===== src/rtl/pc_fetch_unit.sv =====
`default_nettype none
// ============================================================================
//  Module      : pc_fetch_unit
//  Description : Program-counter register and single-outstanding instruction
//                fetch sequencer. Boots from StartPC, requests one word at a
//                time, holds it until the consumer retires it, then moves to
//                NextPC. Any misaligned PC parks the unit in a sticky fault.
//  Revision    : 1.0  initial release
// ============================================================================
module pc_fetch_unit (
  input  logic        CLK,
  input  logic        Reset_L,
  input  logic [31:0] StartPC,
  input  logic [31:0] NextPC,
  output logic [31:0] CurrentPC,
  output logic        IMemReq,
  output logic [31:0] IMemAddr,
  input  logic        IMemAck,
  input  logic [31:0] IMemData,
  output logic [31:0] Instruction,
  output logic        InstrValid,
  input  logic        InstrReady,
  output logic        Fault,
  output logic [31:0] RetireCount
);

  typedef enum logic [1:0] {
    ST_BOOT  = 2'd0,
    ST_REQ   = 2'd1,
    ST_HOLD  = 2'd2,
    ST_FAULT = 2'd3
  } state_t;

  state_t      r_state;
  state_t      w_state_nxt;
  logic [31:0] r_pc;
  logic [31:0] r_instr;
  logic        r_valid;
  logic        r_fault;
  logic [31:0] r_retire_cnt;

  logic        w_imem_req;
  logic        w_boot;
  logic        w_fill;
  logic        w_retire;

  // Next-state and per-cycle control; NextPC is only looked at when retiring
  // so an undefined NextPC outside a retire cannot leak into the state.
  always_comb begin
    w_state_nxt = r_state;
    w_imem_req  = 1'b0;
    w_boot      = 1'b0;
    w_fill      = 1'b0;
    w_retire    = 1'b0;
    case (r_state)
      ST_BOOT: begin
        w_boot      = 1'b1;
        w_state_nxt = (StartPC[1:0] != 2'b00) ? ST_FAULT : ST_REQ;
      end
      ST_REQ: begin
        w_imem_req = 1'b1;
        if (IMemAck) begin
          w_fill      = 1'b1;
          w_state_nxt = ST_HOLD;
        end
      end
      ST_HOLD: begin
        if (InstrReady) begin
          w_retire    = 1'b1;
          w_state_nxt = (NextPC[1:0] != 2'b00) ? ST_FAULT : ST_REQ;
        end
      end
      default: begin
        w_state_nxt = ST_FAULT;
      end
    endcase
  end

  // State register.
  always_ff @(posedge CLK or negedge Reset_L) begin
    if (!Reset_L) r_state <= ST_BOOT;
    else          r_state <= w_state_nxt;
  end

  // PC moves only at boot or on a retire (a misaligned target is still kept for debug).
  always_ff @(posedge CLK or negedge Reset_L) begin
    if (!Reset_L)      r_pc <= 32'd0;
    else if (w_boot)   r_pc <= StartPC;
    else if (w_retire) r_pc <= NextPC;
  end

  // Capture the fetched word on ack; valid drops when the word is retired.
  always_ff @(posedge CLK or negedge Reset_L) begin
    if (!Reset_L) begin
      r_instr <= 32'd0;
      r_valid <= 1'b0;
    end else if (w_fill) begin
      r_instr <= IMemData;
      r_valid <= 1'b1;
    end else if (w_retire) begin
      r_valid <= 1'b0;
    end
  end

  // Sticky fault: set on any entry into the fault state, cleared only by reset.
  always_ff @(posedge CLK or negedge Reset_L) begin
    if (!Reset_L)                    r_fault <= 1'b0;
    else if (w_state_nxt == ST_FAULT) r_fault <= 1'b1;
  end

  // Retired-instruction counter; wraps naturally at 2^32.
  always_ff @(posedge CLK or negedge Reset_L) begin
    if (!Reset_L)      r_retire_cnt <= 32'd0;
    else if (w_retire) r_retire_cnt <= r_retire_cnt + 32'd1;
  end

  assign CurrentPC   = r_pc;
  assign IMemAddr    = r_pc;
  assign IMemReq     = w_imem_req;
  assign Instruction = r_instr;
  assign InstrValid  = r_valid;
  assign Fault       = r_fault;
  assign RetireCount = r_retire_cnt;

endmodule
`default_nettype wire


===== config.mk =====
export PLATFORM = sky130hd
export DESIGN_NAME = pc_fetch_unit
export DESIGN_NICKNAME = d
export VERILOG_FILES = /design/src/rtl/pc_fetch_unit.sv
export SDC_FILE = /design/constraint.sdc
export NUM_CORES = 1
export LEC_CHECK = 0
export BUFFER_PORTS_ARGS = -buffer_cell sky130_fd_sc_hd__buf_2
export CORE_UTILIZATION = 30
export DETAILED_ROUTE_END_ITERATION = 16
export GPL_ROUTABILITY_DRIVEN = 0
export PLACE_DENSITY = 0.64
export SETUP_SLACK_MARGIN = 0.4
export SLEW_MARGIN = 0
export SYNTH_ARGS = -nofsm -noshare
export SYNTH_HDL_FRONTEND = slang
export SYNTH_SLANG_ARGS = --single-unit

===== constraint.sdc =====
create_clock -name CLK -period 5 [get_ports CLK]
set_clock_uncertainty 0.15 [all_clocks]
set_input_delay 1.5 -clock CLK [delete_from_list [all_inputs] [get_ports CLK]]
set_output_delay 1.5 -clock CLK [all_outputs]
set_load 0.01 [all_outputs]

# == Word-level counts from Yosys, hierarchy flattened ==
# Cells that the tools add are included.
# word_totals
reg_bits,100
input_bits,100
out_inout_bits,131
elab_cells,30
# classes
add_sub_neg,1
eq_ne,3
mux,15
n_reduce_logical,5
# ops
op,n
32-bit 2-to-1 mux,2
32-bit by 1-bit adder with 32-bit output (second input constant),1
1-bit 2-to-1 mux,8
2-bit 2-to-1 mux,4
2-bit nonzero test,4
2-bit one-hot mux with 3 select lines,1
2-bit == test (second input constant),2
2-bit by 1-bit == test with 1-bit output (second input constant),1
2-bit zero test,1

# == Longest topological paths before layout ==
# logic_depth
word_depth,5
mapped_depth,6
mapped_depth_nobuf,5

# == Worst setup path before layout ==
# No wires, ideal clock.
# synth_timing
kind,input to register
start,input InstrReady
end,"register r_retire_cnt[22], in the netlist RetireCount[22]"
t_arrival_ps,2762
required_time_ps,4771
setup_slack_ps,2009
cell_stages,5
path_cell_list,nand3b_4 > or4_4 > buf_6 > nor4_1 > xor2_1
# synth_via
elab_chain_cells,2
# synth_lines
item,line_no,text
start: declaration,22,"input logic InstrReady,"
1-bit 2-to-1 mux,68,if (InstrReady) begin
1-bit 2-to-1 mux,55,case (r_state)
end signal: assignment,114,else if (w_retire) r_retire_cnt <= r_retire_cnt + 32'd1;
end: declaration,40,logic [31:0] r_retire_cnt;
# No other way between the ends.
# A chain may end at the register's enable or synchronous reset.

# == Final worst setup path ==
# layout_timing
start,input InstrReady
end,"register r_retire_cnt[18], in the netlist RetireCount[18]"
# Same word-level chain as after synthesis.

==> summary.txt <==
CTS
  • CTS sink cnt: 100
  • Clock root buffer: clkbuf_16
  • Worst-Skew Late Latency: roughly 340 ps
  • CTS tree: yes
  • Cts bufs inserted: 9
  • CTS Hold Buffers Added: 0
  • # resized after CTS: 0
  • Post-CTS setup buffers: 0
  • CTS max path bufs: 2
  • Max H-tree Level: 3
  • Clk pin slew, worst setup/hold paths: ~70 ps

Critical path
  • Crit path from: InstrReady
  • Worst stage delay on the critical path: ~760 ps
  • Crit path buf inv count: 1
  • WS Path Type: primary input to register
  • FF-to-FF setup slack: roughly 2500 ps
  • Critical Path Source Type: primary input
  • CP max FO: 37
  • Worst Path Arrival: around 3400 ps
  • Reg2reg start: r_state[0]
  • CP Cell Sequence: buf_2, nand3b_4, or4_4, nor4_1, xor2_1
  • Worst setup EP type: register
  • Top delay family on crit path: simple AND/OR/NAND/NOR gates
  • Crit-path slowest cell: or4_4
  • WP data required: 5120 ps

STA
  • Final hold violations: 0
  • RSZ-0062 raised after global routing: no
  • Fmax: between 300 and 400 MHz
  • Tmin final: between 3000 and 4000 ps
  • Slew @ Worst Pin: approximately 1100 ps
  • Crit share post-route: ~65%
  • Worst rel slew slack: between 20% and 30%
  • Final Max Tran Viols: 0
  • Final WS setup: 1770 ps
  • Final total negative setup slack: 0 ps
  • Setup Viol. Count Final: 0

Global route
  • Most used routing layer: met2
  • Largest net degree at the start of global routing: 78
  • Met1 usage: between 10% and 20%
  • Number of global-route vias before repair: 3682
  • GRT Residual Overflow: 0
  • Global-route wire length before repair: around 19000 um
  • M3 GR Usage: between 3 and 4%
  • Met2 GRT Util: about 26%
  • Initial antenna violation count: 0
  • Gr usage total: roughly 15%

Run status
  • Status: finished, final reports clean

Layout
  • Layout cells sized above 1: roughly 46%
  • Fin area: between 0.005 and 0.006 mm2
  • Nets@finish: 722
  • Most common cell after layout, fill and taps aside: buf_2
  • Flip-flop and latch area: around 0.0025 mm2
  • Area Growth Syn to Fin: 31.1%
  • # fillers: roughly 1500
  • Ant. Diodes: 0
  • Multi-input logic area: 0.00167 mm2
  • Non-filler cells, final: ~800
  • Commonest cells after routing, fill and taps aside: buf_2 (229), dfrtp_1 (100), nand2_1 (83)

Hold path
  • Worst Hold Class: register to register
  • Hold wc startpoint: RetireCount[31]

Pwr
  • Power density over the cells: approximately 340 mW/mm2
  • Leak pwr: 0.00321 uW
  • Peak VDD IR: 156 uV

Floorplan
  • Die Height: around 120 um
  • Row Count: 44
  • Core ar.: ~0.015 mm2
  • Initial core utilization: between 30 and 40%
  • Die area: about 0.015 mm2
  • Chip Width: approximately 120 um
  • Io pins: roughly 230

Synth
  • Cell variety after synth: 31
  • Syn Area/Cell: ~11 um2
  • Post-synth ARST share: 100%
  • Number of synthesized flops with an enable pin: 0
  • Xor and xnor area share after synthesis: just over 6%
  • Top_reg_cell synth: dfrtp_1
  • Simple-gate portion of the synthesized area: approximately 17%
  • Synth Area in Compound Gates: 5.34%
  • Net count after synthesis: roughly 530
  • Seq/Total Area, Yosys: between 50% and 60%
  • Main combinational cell family by area after synthesis: simple AND/OR/NAND/NOR gates
  • Mux contribution to synthesized area: about 8.0%
  • #FFs+latches synth: 100
  • Netlist Area Pre-Place: around 0.0045 mm2
  • Post-Synth Adder-Cell Area: less than 1%
  • Synth warn: 0
  • Synth Instances: approximately 430

Job
  • Max-Cap Viols: 0

Route
  • DRC violations left: 0
  • DRT Pass-1 Iters: 4
  • Routed WL: 11100 um
  • Wire per inst: 13.7 um
  • Vias: between 3000 and 4000
  • Post-route ant nets: 0
  • Post-DR vias/cell: roughly 4.6
  • Initial drt markers: about 160

Place
  • Cells after DPL: approximately 790
  • Number of port buffers: 230
  • Pre-CTS setup slack: roughly 1400 ps
  • Post-DP HPWL: slightly above 8000 um
  • Post-Place Cell Area: between 0.005 and 0.006 mm2
## final cells by class
class	count	area share, %
well taps	184	3.90
repair buffers	234	20.1
clock inverters	7	1.38
clock buffers	9	3.82
flip-flops and latches	100	42.4
multi-input cells	273	28.2
inverters	3	0.191
## cell usage after synthesis (3+ instances only)
library cell	count	area, um2
a31oi_1	31	194
and3_1	8	50.1
and4_1	4	35.0
buf_1	3	11.3
buf_4	32	240
clkbuf_1	14	52.6
dfrtp_1	100	2500
inv_1	3	11.3
mux2_2	32	360
nand2_1	83	312
nand3_1	8	40.0
nand4_1	10	62.6
nor2_1	40	150
nor3_1	4	20.0
nor4_1	8	50.1
xnor2_1	17	149
xor2_1	14	123
## stage by stage
stage / utilization (%) / hold slack [ps] / total power [uW]
2_1_floorplan: - / 343 / 1150
3_3_place_gp: 38.3 / 295 / 1280
3_5_place_dp: 38.3 / 303 / 1280
4_1_cts: 40.4 / 322 / 2010
5_1_grt: 40.4 / 336 / 2080
6_report: 40.4 / 319 / 1980
## flip-flops by register name, summed over array words and instances, names as in the netlist
signal / count
r_state: 2
Instruction: 32
Fault: 1
InstrValid: 1
CurrentPC: 32
RetireCount: 32
## power by group
| group | total, uW | internal (uW) | switching [uW] | leakage, uW |
|---|---|---|---|---|
| combinational | 322 | 158 | 164 | 0.00178 |
| clock | 719 | 395 | 324 | 0.000141 |
| sequential | 937 | 885 | 52.7 | 0.00130 |
## layer usage
layer | vias to the layer above | share of wire, %
met5 | - | 0
met4 | 0 | 1.4
met3 | 9 | 5.2
met2 | 121 | 50
met1 | 1762 | 43
li1 | 1821 | -
## path summary, 6_finish.rpt
path / to / cells after the start
worst max-delay path: RetireCount[18] / 5
worst min-delay path: RetireCount[31] / 1
worst max register to register: RetireCount[18] / 4
worst min register to register: RetireCount[31] / 1
max in group asynchronous: CurrentPC[30] / 2
min in group asynchronous: RetireCount[7] / 1
## cells by family after synthesis
kind of cell	count (synthesis)
and+or+nand+nor	171
DFF	100
buffers and inverters	54
AOI/OAI and AO/OA	38
muxes	32
xor gates and xnor gates	31
adders and majority gates	1
Power figures use the tool's default switching activity.
